`src/rtl/metronome_pkg.sv`:
```
// Shared types and helpers for the metronome audio click path.
package metronome_pkg;

    localparam int unsigned BPM_W   = 9;
    localparam int unsigned BPM_MIN = 30;
    localparam int unsigned BPM_MAX = 300;

    typedef enum logic [1:0] {
        IDLE  = 2'd0,
        ARM   = 2'd1,
        CLICK = 2'd2
    } click_state_e;

    // One beat elapses when the accumulated bpm reaches clk_hz*60.
    function automatic logic [32:0] beat_modulus(input int unsigned clk_hz);
        return 33'(clk_hz) * 33'd60;
    endfunction

    function automatic logic [BPM_W-1:0] clamp_bpm(input logic [BPM_W-1:0] bpm);
        logic [BPM_W-1:0] res;
        res = bpm;
        if (bpm < BPM_W'(BPM_MIN)) begin
            res = BPM_W'(BPM_MIN);
        end else if (bpm > BPM_W'(BPM_MAX)) begin
            res = BPM_W'(BPM_MAX);
        end
        return res;
    endfunction

endpackage

```
`src/rtl/beat_timebase.sv`:
```
// Fractional phase accumulator turning a BPM value into beat strobes and a bar position.
module beat_timebase
    import metronome_pkg::*;
#(
    parameter int unsigned CLK_HZ        = 50000000,
    parameter int unsigned BEATS_PER_BAR = 4
) (
    input  logic             clk_i,
    input  logic             rst_n_i,
    input  logic             enable_i,
    input  logic [BPM_W-1:0] bpm_i,
    output logic             beat_pulse_o,
    output logic [1:0]       beat_index_o
);

    localparam logic [32:0] MODULUS  = beat_modulus(CLK_HZ);
    localparam logic [31:0] ACC_HOLD = 32'(MODULUS - 33'd1);

    logic [31:0]      acc_q, acc_d;
    logic             fresh_q, fresh_d;
    logic             beat_q, beat_d;
    logic [1:0]       idx_q, idx_d;
    logic [BPM_W-1:0] bpm_c;
    logic [32:0]      sum_c;

    assign bpm_c = clamp_bpm(bpm_i);
    assign sum_c = {1'b0, acc_q} + 33'(bpm_c);

    // fresh_q marks that the next enabled cycle is the immediate first beat, which does not advance the bar.
    always_comb begin
        acc_d   = acc_q;
        fresh_d = fresh_q;
        beat_d  = 1'b0;
        idx_d   = idx_q;
        if (!enable_i) begin
            acc_d   = ACC_HOLD;
            fresh_d = 1'b1;
            idx_d   = '0;
        end else if (fresh_q) begin
            acc_d   = 32'(bpm_c) - 32'd1;
            fresh_d = 1'b0;
            beat_d  = 1'b1;
            idx_d   = '0;
        end else if (sum_c >= MODULUS) begin
            acc_d  = 32'(sum_c - MODULUS);
            beat_d = 1'b1;
            idx_d  = (idx_q == 2'(BEATS_PER_BAR - 1)) ? 2'd0 : idx_q + 2'd1;
        end else begin
            acc_d = sum_c[31:0];
        end
    end

    always_ff @(posedge clk_i) begin
        if (!rst_n_i) begin
            acc_q   <= '0;
            fresh_q <= 1'b1;
            beat_q  <= 1'b0;
            idx_q   <= '0;
        end else begin
            acc_q   <= acc_d;
            fresh_q <= fresh_d;
            beat_q  <= beat_d;
            idx_q   <= idx_d;
        end
    end

    assign beat_pulse_o = beat_q;
    assign beat_index_o = idx_q;

endmodule

```
`src/rtl/audio_click_scheduler.sv`:
```
// Metronome audio feed: streams a square-wave click burst per beat into the codec, silence otherwise.
module audio_click_scheduler
    import metronome_pkg::*;
#(
    parameter int unsigned         CLK_HZ        = 50000000,
    parameter int unsigned         SAMPLE_W      = 32,
    parameter int unsigned         CLICK_SAMPLES = 2400,
    parameter int unsigned         HALF_PER      = 24,
    parameter logic [SAMPLE_W-1:0] AMPLITUDE     = SAMPLE_W'(32'h1000_0000),
    parameter int unsigned         BEATS_PER_BAR = 4
) (
    input  logic                CLOCK_50,
    input  logic                iRST_N,
    input  logic                enable,
    input  logic [8:0]          bpm,
    input  logic                audio_out_allowed,
    output logic                write_audio_out,
    output logic [SAMPLE_W-1:0] left_channel_audio_out,
    output logic [SAMPLE_W-1:0] right_channel_audio_out,
    output logic                beat_pulse,
    output logic [1:0]          beat_index,
    output logic                busy
);

    localparam int unsigned CNT_W  = $clog2(CLICK_SAMPLES + 1);
    localparam int unsigned HCNT_W = $clog2(HALF_PER + 1);

    click_state_e        state_q, state_d;
    logic [CNT_W-1:0]    scnt_q, scnt_d;
    logic [HCNT_W-1:0]   hcnt_q, hcnt_d;
    logic [HCNT_W-1:0]   per_q, per_d;
    logic [SAMPLE_W-1:0] sample_q, sample_d;
    logic                busy_q, busy_d;

    beat_timebase #(
        .CLK_HZ        (CLK_HZ),
        .BEATS_PER_BAR (BEATS_PER_BAR)
    ) u_timebase (
        .clk_i        (CLOCK_50),
        .rst_n_i      (iRST_N),
        .enable_i     (enable),
        .bpm_i        (bpm),
        .beat_pulse_o (beat_pulse),
        .beat_index_o (beat_index)
    );

    // The codec is fed every allowed cycle; zeros outside a burst keep it from underrunning.
    assign write_audio_out = enable & audio_out_allowed & iRST_N;

    // A new beat always restarts the burst, even mid-click, so the pitch follows the latest beat.
    always_comb begin
        state_d  = state_q;
        scnt_d   = scnt_q;
        hcnt_d   = hcnt_q;
        per_d    = per_q;
        sample_d = sample_q;
        busy_d   = busy_q;
        if (!enable) begin
            state_d  = IDLE;
            sample_d = '0;
            busy_d   = 1'b0;
        end else if (beat_pulse) begin
            state_d = ARM;
        end else begin
            case (state_q)
                IDLE: begin
                    sample_d = '0;
                    busy_d   = 1'b0;
                end
                ARM: begin
                    per_d    = (beat_index == 2'd0) ? HCNT_W'(HALF_PER / 2) : HCNT_W'(HALF_PER);
                    hcnt_d   = per_d;
                    scnt_d   = CNT_W'(CLICK_SAMPLES);
                    sample_d = AMPLITUDE;
                    busy_d   = 1'b1;
                    state_d  = CLICK;
                end
                CLICK: begin
                    if (write_audio_out) begin
                        if (scnt_q == CNT_W'(1)) begin
                            state_d  = IDLE;
                            scnt_d   = '0;
                            hcnt_d   = '0;
                            sample_d = '0;
                            busy_d   = 1'b0;
                        end else begin
                            scnt_d = scnt_q - CNT_W'(1);
                            if (hcnt_q == HCNT_W'(1)) begin
                                hcnt_d   = per_q;
                                sample_d = -sample_q;
                            end else begin
                                hcnt_d = hcnt_q - HCNT_W'(1);
                            end
                        end
                    end
                end
                default: begin
                    state_d = IDLE;
                end
            endcase
        end
    end

    always_ff @(posedge CLOCK_50) begin
        if (!iRST_N) begin
            state_q  <= IDLE;
            scnt_q   <= '0;
            hcnt_q   <= '0;
            per_q    <= '0;
            sample_q <= '0;
            busy_q   <= 1'b0;
        end else begin
            state_q  <= state_d;
            scnt_q   <= scnt_d;
            hcnt_q   <= hcnt_d;
            per_q    <= per_d;
            sample_q <= sample_d;
            busy_q   <= busy_d;
        end
    end

    assign left_channel_audio_out  = sample_q;
    assign right_channel_audio_out = sample_q;
    assign busy                    = busy_q;

endmodule

```
`config.mk`:
```
export PLATFORM = sky130hd
export DESIGN_NAME = audio_click_scheduler
export DESIGN_NICKNAME = d
export VERILOG_FILES = /design/src/rtl/metronome_pkg.sv /design/src/rtl/beat_timebase.sv /design/src/rtl/audio_click_scheduler.sv
export SDC_FILE = /design/constraint.sdc
export NUM_CORES = 1
export LEC_CHECK = 0
export BUFFER_PORTS_ARGS = -buffer_cell sky130_fd_sc_hd__clkbuf_2
export CORE_MARGIN = 1.5
export CORE_UTILIZATION = 40
export CTS_BUF_LIST = sky130_fd_sc_hd__clkbuf_8
export DETAILED_ROUTE_END_ITERATION = 16
export PLACE_DENSITY_LB_ADDON = 0.15
export SETUP_SLACK_MARGIN = 0.3
export SLEW_MARGIN = 0
export SYNTH_ARGS = -nofsm -noshare
export SYNTH_HDL_FRONTEND = slang
export SYNTH_HIERARCHICAL = 1
export SYNTH_SLANG_ARGS = --single-unit
export TNS_END_PERCENT = 5
```
`constraint.sdc`:
```
create_clock -name CLOCK_50 -period 6.58 [get_ports CLOCK_50]
set_input_delay 0.658 -clock CLOCK_50 [delete_from_list [all_inputs] [get_ports CLOCK_50]]
set_output_delay 0.658 -clock CLOCK_50 [all_outputs]
set_load 0.005 [all_outputs]
```
== After elaboration in Yosys (flattened, before gate mapping) ==
Cells that the tools add are included.

* Flip-flop bits (word level): 93
* Word-level logic and storage cells: 80
* Output and inout bits: 69

* $lt $le $gt $ge: 3
* Reductions and logical operators: 13
* $add $sub $neg: 7
* Mux-type cells: 28
* Equal/unequal tests: 11
* Bitwise operators: 6

{| class="wikitable"
|+ Operator list
! operator !! count
|-
| $mux W32 || 6
|-
| $pmux W32 S3 || 1
|-
| $add A32 B9 Y33 || 1
|-
| $ge A33 B32 Y1 const B || 1
|-
| $neg A32 Y32 || 1
|-
| $sub A32 B32 Y32 const B || 1
|-
| $mux W12 || 2
|-
| $pmux W12 S2 || 1
|-
| $mux W5 || 4
|-
| $mux W9 || 2
|-
| $eq A12 B1 Y1 const B || 1
|-
| $reduce_and A4 Y1 || 3
|-
| $sub A12 B1 Y12 const B || 1
|-
| $pmux W5 S2 || 1
|-
| $sub A9 B1 Y10 const B || 1
|-
| $gt A9 B9 Y1 const B || 1
|-
| $lt A9 B5 Y1 const B || 1
|-
| $reduce_and A3 Y1 || 3
|-
| $mux W1 || 6
|-
| $mux W2 || 3
|-
| $ne A3 B2 Y1 const B || 2
|-
| $pmux W2 S3 || 1
|-
| $reduce_or A3 Y1 || 2
|-
| $eq A5 B1 Y1 const B || 1
|-
| 14 further kinds || 21
|}

== Depth between registers and ports, before layout ==
* Depth after elaboration: 8
* Depth in mapped cells: 25
* Depth with buffers taken out: 21

== Hierarchy ==
The synthesis kept the hierarchy.

{| class="wikitable"
|+ By module, submodules not included
! module !! times used !! area each (um^2) !! cells each !! seq. area each (um^2)
|-
| beat_timebase || 1 || 3,294.4 || 422 || 720.7
|-
| audio_click_scheduler || 1 || 3,210.6 || 399 || 1,101.1
|}

== Worst setup path after synthesis ==
Ideal clock, no wire load.

* Kind: input port to flip-flop
* Start point: input bpm[0]
* End point: register u_timebase.acc_q[16]
* Stages on the path: 22
* Path buffers: 4
* Library setup time: 128 ps
* Required time: 6,452 ps
* Arrival: 4,750 ps
* Slack: 1,702 ps
* Path through: o211a_1 > o21a_1 > o21a_1 > or3_1 > ha_1 > nor2b_4 > o31a_4 > a2111o_1 > buf_6 > nand2_1 > xnor2_1 > ha_1 > o221ai_1 > a21boi_0 > or2_1 > buf_6 > o21ai_2 > buf_6 > buf_6 > a211oi_1 > xor2_1 > nor2_1

* Longest elaborated chain between the ends: 7

{| class="wikitable"
|+ RTL lines
! item !! line !! source
|-
| from (decl) || audio_click_scheduler.sv:15 || <nowiki>input logic [8:0] bpm,</nowiki>
|-
| $gt A9 B9 Y1 || metronome_pkg.sv:24 || <nowiki>end else if (bpm > BPM_W'(BPM_MAX)) begin</nowiki>
|-
| $mux W9 || metronome_pkg.sv:24 ||
|-
| $mux W9 (*) || metronome_pkg.sv:22 || <nowiki>if (bpm < BPM_W'(BPM_MIN)) begin</nowiki>
|-
| $add A32 B9 Y33 || beat_timebase.sv:27 || <nowiki>assign sum_c = {1'b0, acc_q} + 33'(bpm_c);</nowiki>
|-
| $sub A32 B32 Y32 / $ge A33 B32 Y1 (equally long branches) || beat_timebase.sv:45, beat_timebase.sv:44 ||
|-
| $mux W32 || beat_timebase.sv:44 || <nowiki>end else if (sum_c >= MODULUS) begin</nowiki>
|-
| $mux W32 (*) || beat_timebase.sv:39 || <nowiki>end else if (fresh_q) begin</nowiki>
|-
| to (signal assigned) || beat_timebase.sv:55 || <nowiki>acc_q <= '0;</nowiki>
|-
| to (signal assigned) || beat_timebase.sv:60 || <nowiki>acc_q <= acc_d;</nowiki>
|-
| to (decl) || beat_timebase.sv:19 || <nowiki>logic [31:0] acc_q, acc_d;</nowiki>
|}

Mark *: on every way between the ends. The rest lies on a longest branch, timed or not.
A chain may end at the register's enable or synchronous reset.

== Final worst setup path ==
* Start point: input bpm[0]
* End point: register u_timebase.acc_q[23]

* Longest elaborated chain between the ends: 8

{| class="wikitable"
|+ RTL lines
! item !! line !! source
|-
| $gt A9 B9 Y1 || metronome_pkg.sv:24 ||
|-
| $mux W9 || metronome_pkg.sv:24 ||
|-
| $mux W9 (*) || metronome_pkg.sv:22 ||
|-
| $add A32 B9 Y33 || beat_timebase.sv:27 ||
|-
| $sub A32 B32 Y32 / $ge A33 B32 Y1 (equally long branches) || beat_timebase.sv:45, beat_timebase.sv:44 ||
|-
| $mux W32 || beat_timebase.sv:44 ||
|-
| $mux W32 (*) || beat_timebase.sv:39 ||
|-
| $mux W32 (*) || beat_timebase.sv:35 || <nowiki>if (!enable_i) begin</nowiki>
|}

Marks and branches as above.

==> flow_results.org <==
** Yosys
- The share of synthesized area in the top cell type comes to 0.280.
- Post-synth top cells :: 91 x dfxtp_1, 63 x nor2_1, 58 x a21oi_1, 55 x nand2_1, 49 x o21ai_0
- Fraction of synthesis flops using an asynchronous set or reset pin :: 0
- Number of distinct library cells after synthesis :: 79
- Syn nets :: 856
- Leading cell type by number of instances after synthesis :: dfxtp_1
- In the synthesized netlist the dominant register cell turns out to be dfxtp_1.
- Synth area leader :: dfxtp_1
- Largest cells by area after synthesis :: dfxtp_1 28%, xnor2_1 4.6%, xor2_1 4.6%, a21oi_1 4.5%, ha_1 4.0%
- The synthesized design contains 91 register bits.
- Cell area after technology mapping :: approximately 0.0065 mm²
- Counting every instance in the synthesized netlist gives roughly 820.
- The share of the Yosys chip area taken by registers is 0.280.
- After synthesis, the mean cell area works out to 7.92 µm².
- The Yosys step of the flow raised 6 warnings.
- Yosys mapped a number of flops with a built-in enable equal to 0.

** Setup path
- The worst setup path is captured at a register.
- Among all stages on the critical path, the largest delay is contributed by a21oi_1.
- In this design, the largest share of critical-path delay is due to compound AO/OA/AOI/OAI gates.
- The worst register-to-register path begins at u_timebase/acc_q[0]$_SDFF_PN0_.
- In this run the register-to-register setup slack is roughly 2100 ps.
- Endpoint arrival time on the critical path :: about 5800 ps
- CP cell instances :: clkbuf_2 > o211a_1 > o21a_1 > o21a_1 > or3_1 > ha_1 > nand3_1 > and2_1 > a21oi_1 > nor2_1 > xnor2_1 > ha_1 > o221ai_1 > a21boi_0 > or2_1 > o21ai_2 > buf_4 > a211oi_1 > xor2_1 > o21ai_1
- For this run, the slowest stage of the critical path takes 550 ps.
- Worst Path Max Fanout :: 11
- Required @ worst endpoint :: around 6800 ps
- Type of the worst setup path :: in2reg
- Counting both buffers and inverters, the worst setup path holds a total of 2.
- The worst setup path is launched from an input port.
- Launch point of the worst path :: bpm[0]

** Cells and area
- The area growth from synthesis to layout is 7.37%.
- In the final design database the tool counted between 800 and 900 nets.
- Count of filler cells inserted in the layout :: 1,622
- Antenna cell count :: 0
- Register Area :: about 0.0018 mm²
- Share of cells above drive strength 1 :: 0.153
- The finished layout holds roughly 1.1k standard cells, fillers aside.
- Summing all multi-input logic gate instances after layout gives just over 0.004 mm².

** Placement
- The number of placed instances, taps included, is 1,049.
- DP Wirelength :: 12.0 mm
- The count of buffers added on input and output ports is between 80 and 90.
- Worst slack, placed :: between 700 and 800 ps
- Final Wtd Congestion :: roughly 0.9

** Routing
- Initial detailed-routing violation count :: approximately 390
- First drt pass iteration count :: 5
- In this run the remaining antenna-violating nets after routing total 0.
- Dividing the detail-routed wire length by the instance count gives between 15 and 20 µm.
- Across all layers, the routed design uses about 6.1k vias.
- DRC violation count after routing :: 0
- Summed over all layers, the routed wires come to between 15 and 20 mm.
- Via density per instance :: between 5 and 6

** GRT
- Pin count of the biggest net entering global routing :: 44
- Via count of the first global-routing pass :: 5,409
- The first global-routing pass estimated between 20 and 30 mm of wire.
- The initial antenna violation count came to 0.
- For this run, the total global-route usage over all layers was measured as 0.196.
- Leftover overflow at the end of global routing :: 0

** Timing
- Final clock period utilization by the worst path :: 0.843
- Highest clock frequency the design can meet :: 180 MHz
- Setup violators final :: 0
- Worst slew margin :: 0.470
- Across the routed clock network, the largest skew measured is 9.73 ps.
- Setup repair after global routing left no endpoint under its margin.
- The number of pins exceeding their max-slew limit in the final report is 0.
- Worst setup margin :: between 1000 and 1500 ps
- Setup total negative slack on the finished layout was measured at 0 ps.
- For the pin with the worst max-slew slack, the measured transition is around 790 ps.
- The clock period could shrink to 5540 ps.
- The count of endpoints failing hold in the final timing report is 0.

** Run status
- The run finished with clean final reports.

** Power
- Fraction of power consumed by sequential logic :: 0.491
- The design draws roughly 1200 µW.
- Of the total power, the share spent switching nets is 0.293.
- For this design the total switching power over the nets is ~350 µW.
- Peak supply drop :: between 0.00009 and 0.0001 V
- The analysis attributes to cell leakage a power of 0.00274 µW.
- Power per standard cell area :: 168 mW/mm²
- The share of total power dissipated in the clock network is 0.363.
- Proportion of power drawn by combinational gates :: 0.146
- Internal power component :: around 830 µW

** Clocking
- Clock buffers created by TritonCTS :: 9
- Total of cells resized after clock tree synthesis :: 0
- CTS built an H-tree with a depth of 3.
- In this run the clock root is driven by a clkbuf_8.
- At the later pin of the worst-skew pair, clock insertion delay measures ~380 ps.
- After clock tree synthesis, the clock-pin slew on the worst setup and hold paths is about 100 ps.
- The clock drives between 90 and 100 sinks.
- Clock tree from TritonCTS :: yes
- Cts-stage hold buffer count :: 0
- The longest clock path from root to sink contains 2 buffers.
- Setup fix buffers added after clock tree synthesis :: 0

** Hold path
- The worst hold path begins at busy$_SDFFE_PN0P_.
- The path class of the tightest hold or removal check is reg2reg.

** Floorplanning
- In this run the horizontal extent of the chip is between 100 and 150 µm.
- For this design the top-level I/O count stands at 82.
- The floorplan has 46 rows.
- The core region is about 0.016 mm².
- The floorplan step defined a die boundary enclosing approximately 0.017 mm².
- The initial utilization of the core area, before any placement, comes to 0.409.
- In this run the vertical extent of the chip is between 100 and 150 µm.

** Flow run
- Across the run, the number of max-cap violations was 0.
## power groups by stage
stage | Clock, µW | Sequential [µW] | Combinational, µW
after floorplan | 0 | 584 | 136
after global placement | 0 | 589 | 166
after detailed placement | 0 | 590 | 169
after CTS | 442 | 577 | 170
after global routing | 466 | 579 | 192
final | 427 | 577 | 172
## through the flow
stage	util	area [µm²]	hold slack [ps]
5_1_grt	0.440	6980	509
6_report	0.440	6980	467
2_1_floorplan	-	6500	440
3_5_place_dp	0.426	6770	456
3_3_place_gp	0.426	6770	443
4_1_cts	0.440	6980	470
## worst min-delay path: cells and delay by family (launching register included)
family,cells,cell delay (ps)
DFF,1,330
and+or+nand+nor,1,50
AOI/OAI and AO/OA,1,50
## layout make-up
type	instances	share of cell area
Multi-Input combinational cell	633	0.593
Clock inverter	5	0.00967
Sequential cell	91	0.261
Inverter	22	0.0118
Timing Repair Buffer	87	0.0645
Clock buffer	11	0.0217
Tap cell	216	0.0387
## metal layers
| layer | track usage | vias to the layer above | routed length [µm] | share of wire |
|---|---|---|---|---|
| li1 | - | 3007 | - | - |
| met1 | 0.270 | 2881 | 8000 | 0.48 |
| met2 | 0.313 | 156 | 7680 | 0.46 |
| met3 | 0.0293 | 23 | 728 | 0.044 |
| met4 | 0.0666 | 0 | 267 | 0.016 |
| met5 | 0 | - | 0 | 0 |
## cells by family (layout without fill, tap and decap cells)
kind of cell | after synthesis | in the layout | share of synthesized area
AOI/OAI and AO/OA | 224 | 224 | 0.233
muxes | 7 | 7 | 0.0112
DFF | 91 | 91 | 0.280
adders and majority gates | 22 | 22 | 0.0435
and+or+nand+nor | 312 | 312 | 0.258
xor gates and xnor gates | 68 | 68 | 0.0916
buffers and inverters | 97 | 125 | 0.0835
## cells in the final DEF (no fill, tap or decap), types with 6 or more instances in the layout
cell / n
nand2b_1: 7
buf_4: 6
or3_1: 33
a211oi_1: 9
a21boi_0: 16
nor4_1: 18
a21oi_1: 58
o21ai_1: 6
nor3_1: 26
and3_1: 11
o211ai_1: 14
xor2_1: 34
o21a_1: 9
inv_1: 22
dfxtp_1: 91
or4_1: 7
nor2_1: 63
clkbuf_8: 11
o31ai_1: 7
nor2b_1: 9
xnor2_1: 34
clkbuf_2: 81
o21ai_0: 49
nand2_1: 55
nand3_1: 30
a31oi_1: 6
nand4_1: 13
ha_1: 21
and2_1: 6
## flip-flops by register name (all words and copies together) (netlist names), 2 cells and up
signal,flops
u_timebase/acc_q,32
scnt_q,12
u_timebase/beat_index_o,2
hcnt_q,5
per_q,3
state_q,2
left_channel_audio_out,32
## final timing paths
check	to	cells past startpoint
worst max-delay path	u_timebase/acc_q[23]$_SDFF_PN0_	20
worst min-delay path	busy$_SDFFE_PN0P_	2
worst max register to register	u_timebase/acc_q[23]$_SDFF_PN0_	17
worst min register to register	busy$_SDFFE_PN0P_	2
(Power assumes the default switching activity.)
